<file path="src/rtl/demux_deser_8_pkg.sv">
// Shared constants for the 8:1 select-mux path: lane count, select width and lane slicing.
package demux_deser_8_pkg;

    localparam int LANES  = 8;
    localparam int SLOT_W = 3;

    localparam logic [SLOT_W-1:0] SLOT_FIRST = 3'd0;
    localparam logic [SLOT_W-1:0] SLOT_AFTER_SOF = 3'd1;
    localparam logic [SLOT_W-1:0] SLOT_LAST  = 3'd7;

    function automatic int lane_base(input int k, input int w);
        return k * w;
    endfunction

endpackage

</file>
<file path="src/rtl/demux_deser_8_slot_decoder_3to8.sv">
// 3-to-8 one-hot decoder: turns the slot index into a per-lane write enable.
module slot_decoder_3to8
    import demux_deser_8_pkg::*;
(
    input  logic [SLOT_W-1:0] slot_i,
    input  logic              en_i,
    output logic [LANES-1:0]  we_o
);

    // One-hot lane enable, all-zero when no beat is accepted
    always_comb begin
        we_o = {LANES{1'b0}};
        if (en_i) begin
            we_o[slot_i] = 1'b1;
        end else begin
            we_o = {LANES{1'b0}};
        end
    end

endmodule

</file>
<file path="src/rtl/demux_deser_8.sv">
// Receive side of the 8:1 select-mux path: rebuilds an 8-lane word from a serial lane
// stream into an assembly register, then hands it to a double-buffered output register.
module demux_deser_8
    import demux_deser_8_pkg::*;
#(
    parameter int W = 1
) (
    input  logic                 clk,
    input  logic                 reset_n,
    input  logic [W-1:0]         din,
    input  logic                 din_sof,
    input  logic                 din_valid,
    output logic                 din_ready,
    output logic [LANES*W-1:0]   q,
    output logic                 q_valid,
    input  logic                 q_ready,
    output logic [SLOT_W-1:0]    slot,
    output logic                 sof_err
);

    logic [SLOT_W-1:0]  slot_q, slot_d;
    logic [LANES*W-1:0] asm_q, asm_d;
    logic               asm_full_q, asm_full_d;
    logic [LANES*W-1:0] q_q, q_d;
    logic               q_valid_q, q_valid_d;
    logic               sof_err_q, sof_err_d;

    logic               accept_s;
    logic               complete_s;
    logic               q_free_s;
    logic               drain_s;
    logic [SLOT_W-1:0]  wr_slot_s;
    logic [LANES-1:0]   lane_we_s;

    assign accept_s   = din_valid && !asm_full_q;
    assign wr_slot_s  = din_sof ? SLOT_FIRST : slot_q;
    // A SOF landing on slot 7 restarts the word instead of completing it
    assign complete_s = accept_s && !din_sof && (slot_q == SLOT_LAST);
    assign q_free_s   = !q_valid_q || q_ready;
    assign drain_s    = q_valid_q && q_ready;

    slot_decoder_3to8 u_slot_decoder (
        .slot_i (wr_slot_s),
        .en_i   (accept_s),
        .we_o   (lane_we_s)
    );

    // Assembly register: merge the accepted beat into its lane
    always_comb begin
        asm_d = asm_q;
        for (int k = 0; k < LANES; k++) begin
            if (lane_we_s[k]) begin
                asm_d[lane_base(k, W) +: W] = din;
            end else begin
                asm_d[lane_base(k, W) +: W] = asm_q[lane_base(k, W) +: W];
            end
        end
    end

    // Slot counter, word hand-off, drain and SOF error detection
    always_comb begin
        slot_d     = slot_q;
        asm_full_d = asm_full_q;
        q_d        = q_q;
        q_valid_d  = q_valid_q;
        sof_err_d  = accept_s && din_sof && (slot_q != SLOT_FIRST);

        if (accept_s) begin
            slot_d = din_sof ? SLOT_AFTER_SOF : slot_q + 3'd1;
        end else begin
            slot_d = slot_q;
        end

        if (complete_s) begin
            if (q_free_s) begin
                q_d       = asm_d;
                q_valid_d = 1'b1;
            end else begin
                asm_full_d = 1'b1;
            end
        end else if (drain_s) begin
            if (asm_full_q) begin
                q_d        = asm_q;
                asm_full_d = 1'b0;
            end else begin
                q_valid_d = 1'b0;
            end
        end else begin
            q_d = q_q;
        end
    end

    // State registers
    always_ff @(posedge clk or negedge reset_n) begin
        if (!reset_n) begin
            slot_q     <= SLOT_FIRST;
            asm_q      <= {(LANES*W){1'b0}};
            asm_full_q <= 1'b0;
            q_q        <= {(LANES*W){1'b0}};
            q_valid_q  <= 1'b0;
            sof_err_q  <= 1'b0;
        end else begin
            slot_q     <= slot_d;
            asm_q      <= asm_d;
            asm_full_q <= asm_full_d;
            q_q        <= q_d;
            q_valid_q  <= q_valid_d;
            sof_err_q  <= sof_err_d;
        end
    end

    assign din_ready = !asm_full_q;
    assign q         = q_q;
    assign q_valid   = q_valid_q;
    assign slot      = slot_q;
    assign sof_err   = sof_err_q;

endmodule

</file>
<file path="config.mk">
export PLATFORM = sky130hd
export DESIGN_NAME = demux_deser_8
export DESIGN_NICKNAME = d
export VERILOG_FILES = /design/src/rtl/demux_deser_8_pkg.sv /design/src/rtl/demux_deser_8_slot_decoder_3to8.sv /design/src/rtl/demux_deser_8.sv
export SDC_FILE = /design/constraint.sdc
export NUM_CORES = 1
export LEC_CHECK = 0
export CAP_MARGIN = 30
export CORE_MARGIN = 10
export CORE_UTILIZATION = 47
export DETAILED_ROUTE_END_ITERATION = 10
export PLACE_DENSITY = 0.75
export SLEW_MARGIN = 10
export SYNTH_ARGS = -nofsm -noshare
export SYNTH_HDL_FRONTEND = slang
export SYNTH_SLANG_ARGS = --single-unit
</file>
<file path="constraint.sdc">
create_clock -name clk -period 1.81 [get_ports clk]
set_clock_uncertainty 0.2 [all_clocks]
set_input_delay 0.543 -clock clk [delete_from_list [all_inputs] [get_ports clk]]
set_output_delay 0.543 -clock clk [all_outputs]
set_load 0.005 [all_outputs]
</file>
==> impl_metrics.env, run 1 <==
export IMPL_outcome="finished, violations left"
export IMPL_violations_in_the_final_reports="negative setup slack"
export IMPL_detailed_place_hpwl_mm=1.89
export IMPL_timing_critical_path_mode_cell="ha_4"
export IMPL_cp_required_ps=1820
export IMPL_critPathCaptureType="flip-flop"
export IMPL_floorplan_die_width_um=70.4
export IMPL_syn_area_mm2=0.00120
export IMPL_hold_buffers=0
export IMPL_syn_mean_instance_area_um2=10.8
export IMPL_synth_seq_area_share_pct=46.0
export IMPL_cts_htree_levels=1
export IMPL_leakage_uw=0.000822
export IMPL_timing_critical_path_slowest_cell_delay_ps=390
export IMPL_critical_path_class="flip-flop to flip-flop"
export IMPL_core_rowCount=18
export IMPL_async_flop_share_pct=100
export IMPL_num_vias=937
export IMPL_io_pins=20
export IMPL_yosys_area_top_type="dfrtp_1"
export IMPL_globalRouteTotalUtil_pct=11.2
export IMPL_drtAntennaViolNets=0
export IMPL_startpoint_class="flip-flop"
export IMPL_dpl_cell_count=164
export IMPL_finalSetupViolations=9
export IMPL_multiInputGateArea_um2=629
export IMPL_synth_enable_flop_cells=0
export IMPL_synth_adder_area_share_pct=3.14
export IMPL_first_pass_grt_wire_length_mm=4.68
export IMPL_post_synth_xor_xnor_area_pct=0
export IMPL_synth_top_area_share_pct=46.0
export IMPL_register_area_um2=551
export IMPL_crit_path_start="slot[0]"
export IMPL_layoutNonFillerInstCount=175
export IMPL_area_fraction_in_and_or_nand_and_nor_cells_after_synthesis_pct=21.0
export IMPL_vias_in_the_first_global_route=972
export IMPL_wl_met3_um=176
export IMPL_floorplan_initialDensity_pct=48.7
export IMPL_synth_seq_cells=22
export IMPL_pwr_density_cell_mw_per_mm2=586
export IMPL_timing_critical_path_arrival_ps=1860
export IMPL_die_span_in_y_um=70.4
export IMPL_core_region_area_mm2=0.00245
export IMPL_layout_drive_gt1_share_pct=31.0
export IMPL_max_slew_margin_rel_pct=79.7
export IMPL_layout_worst_path_cycle_share_pct=102
export IMPL_finalHoldViolCount=0
export IMPL_synth_top_family_by_area="simple AND/OR/NAND/NOR gates"
export IMPL_synth_main_ff_cell="dfrtp_1"
export IMPL_design_area_mm2=0.00162
export IMPL_layout_core_utilization_pct=65.8
export IMPL_timing_final_max_slew_violations=0
export IMPL_clkSlewWorstSetupHoldPaths_ps=140
export IMPL_area_growth_synth_to_final_pct=35.0
export IMPL_library_cell_contributing_the_largest_single_delay_on_the_critical_path="dfrtp_1"
export IMPL_gp_congestion=0.764
export IMPL_crit_path_max_fanout=4
export IMPL_grt_max_degree=23
export IMPL_max_cap_viol_count=0
export IMPL_route_detailed_vias_per_inst=5.35
export IMPL_complex_gate_fraction_of_the_synthesized_area_pct=8.26
export IMPL_ir_worst_vdd_v=0.000430
export IMPL_fmaxAchievable_ghz=0.539
export IMPL_finalWirelength_mm=2.77
export IMPL_root_buffer="clkbuf_4"
export IMPL_final_setup_worst_slack_ps=-43.8
export IMPL_clock_buffer_count_from_cts=3
export IMPL_grt_antenna_before_repair=0
export IMPL_port_buffers=19
export IMPL_top_layer="met4"
export IMPL_worst_pin_slew_ps=302
export IMPL_dr_pass1_iters=5
export IMPL_crit_chain="buf_4, ha_4, ha_4, nand4bb_4, nor4_2, mux2i_1, a21oi_1"
export IMPL_final_net_count=155
export IMPL_synth_commonest_cells="22 x dfrtp_1, 12 x nor2_1, 10 x nand2_1, 8 x a21oi_1, 8 x mux2i_1"
export IMPL_postSynthCellCount=111
export IMPL_routed_wire_length_per_instance_um=15.8
export IMPL_hold_path_class="flip-flop to flip-flop"
export IMPL_clock_sinks=22
export IMPL_cts_buffer_depth=2
export IMPL_met1_length_mm=1.15
export IMPL_synth_yosys_warnings=0
export IMPL_synth_cell_type_count=28
export IMPL_insertedDiodeCount=0
export IMPL_min_from="asm_q[0]"
export IMPL_synth_area_mux_share_pct=15.5
export IMPL_holdWs_ps=323
export IMPL_worst_skew_pair_late_latency_ps=320
export IMPL_die_area_mm2=0.00496
export IMPL_dp_worst_setup_slack_ps=-433
export IMPL_post_synth_top_count_cell="dfrtp_1"
export IMPL_tritoncts="done"
export IMPL_nFillCells=186
export IMPL_placed_cell_area_mm2=0.00147
export IMPL_post_synth_main_area_contributors="dfrtp_1 46%, mux2i_1 6.7%, mux2_4 5.0%"
export IMPL_drtIter0Drc=36
export IMPL_finalCriticalPeriod_ps=1850
export IMPL_grt_overflow_total=0
export IMPL_synth_fp_nets=120
export IMPL_drc_errors=0
export IMPL_met2_length_mm=1.42
export IMPL_worstReg2RegStart="slot[0]"
export IMPL_grt_setup_unrepaired="yes"
## cells by family after synthesis
group | count (synthesis)
multiplexers | 16
AO/OA/AOI/OAI | 16
adder cells (fa/ha/maj) | 3
buffers and inverters | 12
AND/OR/NAND/NOR | 42
flip-flops | 22
## metal layers
metal	global-route usage, %	up-vias
met5	0	-
met4	3.29	0
met2	19.4	24
li1	-	449
met3	3.81	4
met1	12.4	460
## flip-flops by register name (all words and copies together), names as in the netlist
| register | count |
|---|---|
| sof_err | 1 |
| q | 8 |
| q_valid | 1 |
| asm_q | 8 |
| slot | 3 |
| asm_full_q | 1 |
## power breakdown
| part | leakage, µW | switching (µW) | total, µW | internal (µW) |
|---|---|---|---|---|
| clock | 0.0000279 | 165 | 389 | 224 |
| sequential | 0.000299 | 1.10 | 495 | 493 |
| combinational | 0.000495 | 35.5 | 63.3 | 27.8 |
## per-stage QoR
step                      setup TNS [ps]  power [µW]
after floorplan                        0         528
after global placement             -5570         560
after detailed placement           -6260         563
after CTS                           -329         944
after global routing               -1130         978
final                               -211         947
## worst max-delay path: cells and delay by family (launching register included)
kind | cells | cell delay [ps]
simple gates | 2 | 410
compound gates | 1 | 90
mux | 1 | 260
flops | 1 | 390
fa+ha+maj | 2 | 280
buf+inv | 1 | 120
## cell usage in the layout, fill, tap and decap left out
cell | Yosys | final
nand2b_1 | 3 | 2
a22oi_4 | 1 | 1
nor3_2 | 1 | 2
clkbuf_2 | 0 | 2
buf_6 | 2 | 4
nor4_2 | 0 | 3
nor2_1 | 12 | 12
inv_1 | 5 | 5
clkdlybuf4s50_1 | 0 | 3
o21ai_0 | 6 | 6
mux2i_1 | 8 | 8
dfrtp_1 | 22 | 22
nand2b_4 | 0 | 1
bufinv_16 | 0 | 1
ha_1 | 3 | 1
clkdlybuf4s15_1 | 0 | 1
nand3_1 | 4 | 4
mux2_2 | 4 | 4
buf_4 | 3 | 13
a21oi_1 | 8 | 8
clkbuf_4 | 0 | 3
nand4b_1 | 1 | 1
nand3_2 | 1 | 1
a22oi_1 | 1 | 1
dlygate4sd2_1 | 0 | 13
buf_12 | 0 | 1
nor3b_4 | 1 | 1
nor2b_1 | 2 | 2
mux2_4 | 4 | 4
and4bb_2 | 1 | 1
ha_4 | 0 | 2
nand4bb_4 | 1 | 1
nand4_1 | 1 | 1
nand2_1 | 10 | 10
## repair_timing
action | in CTS | in global routing
setup endpoints to repair | 28 | 12
gates resized for setup | 29 | 5
pin swaps | 4 | 0
buffers inserted | 7 | 0
gates cloned | 0 | 0
## worst paths after layout
check,to,slack (ps),cells after the start
max in group asynchronous,q[3],820,2
setup reg to reg,q[2],-40,7
hold reg to reg,asm_q[0],320,1
setup / recovery,q[2],-40,7
min in group asynchronous,q[6],350,2
hold / removal,asm_q[0],320,1
## final cells by class
| type | instances | share of cell area, % |
|---|---|---|
| multi-input combinational | 77 | 39.0 |
| sequential | 22 | 34.1 |
| timing repair buffer | 37 | 20.2 |
| tap | 30 | 2.32 |
| clock inverter | 1 | 1.86 |
| clock buffer | 3 | 1.39 |
| inverter | 5 | 1.16 |
No activity file was read; power rests on OpenSTA's default activity.
==> run 2: changes to the inputs <==
CORE_MARGIN = 2   (was 10)
HOLD_SLACK_MARGIN = 0.1   (was not set)
==> run 2 against run 1 <==
Effect of this change:
- the run still ends with negative setup slack left
- final cell count up 4.6%
- first-iteration DRC count fell by 58%
- global-route usage up 8.4 points
- die area fell by 40%
==> impl_metrics.env, run 2 (synthesis gave the netlist of run 1 again) <==
export IMPL_holdWs_ps=324
export IMPL_vias_in_the_first_global_route=932
export IMPL_clock_sinks=22
export IMPL_cts_htree_levels=1
export IMPL_dp_worst_setup_slack_ps=-496
export IMPL_final_setup_worst_slack_ps=-16.0
export IMPL_worst_skew_pair_late_latency_ps=320
export IMPL_timing_critical_path_arrival_ps=1860
export IMPL_core_region_area_mm2=0.00245
export IMPL_globalRouteTotalUtil_pct=19.6
export IMPL_port_buffers=19
export IMPL_drc_errors=0
export IMPL_switching_share_pct=21.7
export IMPL_gp_congestion=0.805
export IMPL_route_detailed_vias_per_inst=5.24
export IMPL_dr_pass1_iters=4
export IMPL_hold_buffers=0
export IMPL_cts_buffer_depth=2
export IMPL_finalWirelength_mm=2.57
export IMPL_clock_buffer_count_from_cts=3
export IMPL_fmaxAchievable_ghz=0.548
export IMPL_finalHoldViolCount=0
export IMPL_leakage_uw=0.000873
export IMPL_num_vias=959
export IMPL_worst_pin_slew_ps=282
export IMPL_worst_r2r_setup_slack_ps=-20
export IMPL_nFillCells=179
export IMPL_violations_in_the_final_reports="negative setup slack"
export IMPL_io_pins=20
export IMPL_max_slew_margin_rel_pct=81.2
export IMPL_p_comb_share_pct=7.3
export IMPL_power_report_internal_total_uw=749
export IMPL_die_span_in_y_um=54.4
export IMPL_finalSetupViolations=4
export IMPL_critPathCaptureType="flip-flop"
export IMPL_layout_drive_gt1_share_pct=34.6
export IMPL_tritoncts="done"
export IMPL_critical_path_class="flip-flop to flip-flop"
export IMPL_timing_critical_path_slowest_cell_delay_ps=380
export IMPL_crit_path_max_fanout=4
export IMPL_drtAntennaViolNets=0
export IMPL_library_cell_contributing_the_largest_single_delay_on_the_critical_path="dfrtp_1"
export IMPL_grt_max_degree=23
export IMPL_dpl_cell_count=163
export IMPL_hold_path_class="flip-flop to flip-flop"
export IMPL_grt_overflow_total=0
export IMPL_grt_antenna_before_repair=0
export IMPL_detailed_place_hpwl_mm=1.62
export IMPL_core_rowCount=18
export IMPL_layoutNonFillerInstCount=183
export IMPL_clkSlewWorstSetupHoldPaths_ps=140
export IMPL_first_pass_grt_wire_length_mm=4.09
export IMPL_area_growth_synth_to_final_pct=43.6
export IMPL_timing_final_max_slew_violations=0
export IMPL_layout_cells_most_common="dfrtp_1"
export IMPL_root_buffer="clkbuf_4"
export IMPL_startpoint_class="flip-flop"
export IMPL_floorplan_die_width_um=54.4
export IMPL_insertedDiodeCount=0
export IMPL_layout_worst_path_cycle_share_pct=101
export IMPL_routed_wire_length_per_instance_um=14.0
export IMPL_most_common_layout_cells="22 x dfrtp_1, 18 x buf_4, 13 x dlygate4sd2_1, 12 x nor2_1, 10 x nand2_1"
export IMPL_outcome="finished, violations left"
export IMPL_p_switching_uw=208
export IMPL_crit_chain="buf_4, ha_4, ha_4, nand4bb_4, buf_4, nor4_4, mux2i_1, a21oi_1"
export IMPL_ir_worst_vdd_v=0.000526
export IMPL_max_cap_viol_count=0
export IMPL_grt_setup_unrepaired="yes"
export IMPL_final_net_count=163
export IMPL_drtIter0Drc=15
export IMPL_pwr_density_cell_mw_per_mm2=557
export IMPL_share_clk_of_total_power_pct=40.9
export IMPL_die_area_mm2=0.00296
export IMPL_floorplan_initialDensity_pct=48.7
export IMPL_layout_core_utilization_pct=70.0
export IMPL_cp_required_ps=1840
export IMPL_finalCriticalPeriod_ps=1830
export IMPL_share_seq_of_total_power_pct=51.7
run 2: cell count changes in the layout (fill, tap and decap cells not counted):
cell,before,now
buf_2,0,2
buf_4,13,18
buf_6,4,6
buf_8,0,1
clkbuf_2,2,0
mux2_2,4,3
mux2_4,4,5
nor3_2,2,1
nor3_4,0,1
nor4_2,3,1
nor4_4,0,2
run 2: power by group through the flow:
stage / Clock, µW / Sequential (µW) / Combinational (µW)
CTS: 389 / 494 / 64.6
global placement: 0 / 504 / 56.7
global route: 416 / 495 / 76.6
floorplan: 0 / 504 / 23.2
detailed placement: 0 / 504 / 57.7
finish: 392 / 495 / 70.2
run 2: final timing paths:
path	start	end	cells after the start
hold reg to reg	asm_q[2]	asm_q[2]	1
setup / recovery	slot[1]	q[2]	8
setup reg to reg	slot[1]	q[2]	8
hold / removal	asm_q[2]	asm_q[2]	1
max in group asynchronous	reset_n	q_valid	2
min in group asynchronous	reset_n	asm_q[6]	2
run 2: what timing repair did:
| action | in CTS | in global routing |
|---|---|---|
| resized for setup | 35 | 11 |
| setup buffers | 15 | 2 |
| endpoints found under the setup margin | 27 | 17 |
| pin swaps | 2 | 5 |
run 2: worst max-delay path: cells and delay by family, from the launching register on:
kind,cells,cell delay (ps)
flops,1,380
simple gates,2,290
fa+ha+maj,2,280
compound gates,1,80
buf+inv,2,290
mux,1,210
run 2: final cells by class:
| type | count | area, µm² | share of cell area, % |
|---|---|---|---|
| Clock buffer | 3 | 22.5 | 1.31 |
| Clock inverter | 1 | 30.0 | 1.75 |
| Inverter | 5 | 18.8 | 1.09 |
| Multi-Input combinational cell | 77 | 657 | 38.2 |
| Sequential cell | 22 | 551 | 32.0 |
| Tap cell | 30 | 37.5 | 2.18 |
| Timing Repair Buffer | 45 | 402 | 23.4 |
run 2: routing by layer:
layer | vias to the layer above | part of all wire (%) | track usage, %
met5 | - | 0 | 0
li1 | 469 | - | -
met3 | 7 | 3.0 | 3.55
met4 | 0 | 1.8 | 7.50
met1 | 463 | 46 | 25.4
met2 | 20 | 49 | 32.3
run 2: per-stage QoR:
stage          TNS (ps)  area (µm²)  total power (µW)
6_report          -60.6        1720               957
5_1_grt            -891        1720               988
4_1_cts           -92.7        1670               948
3_5_place_dp      -6060        1460               562
3_3_place_gp      -5700        1460               560
2_1_floorplan         0        1200               528
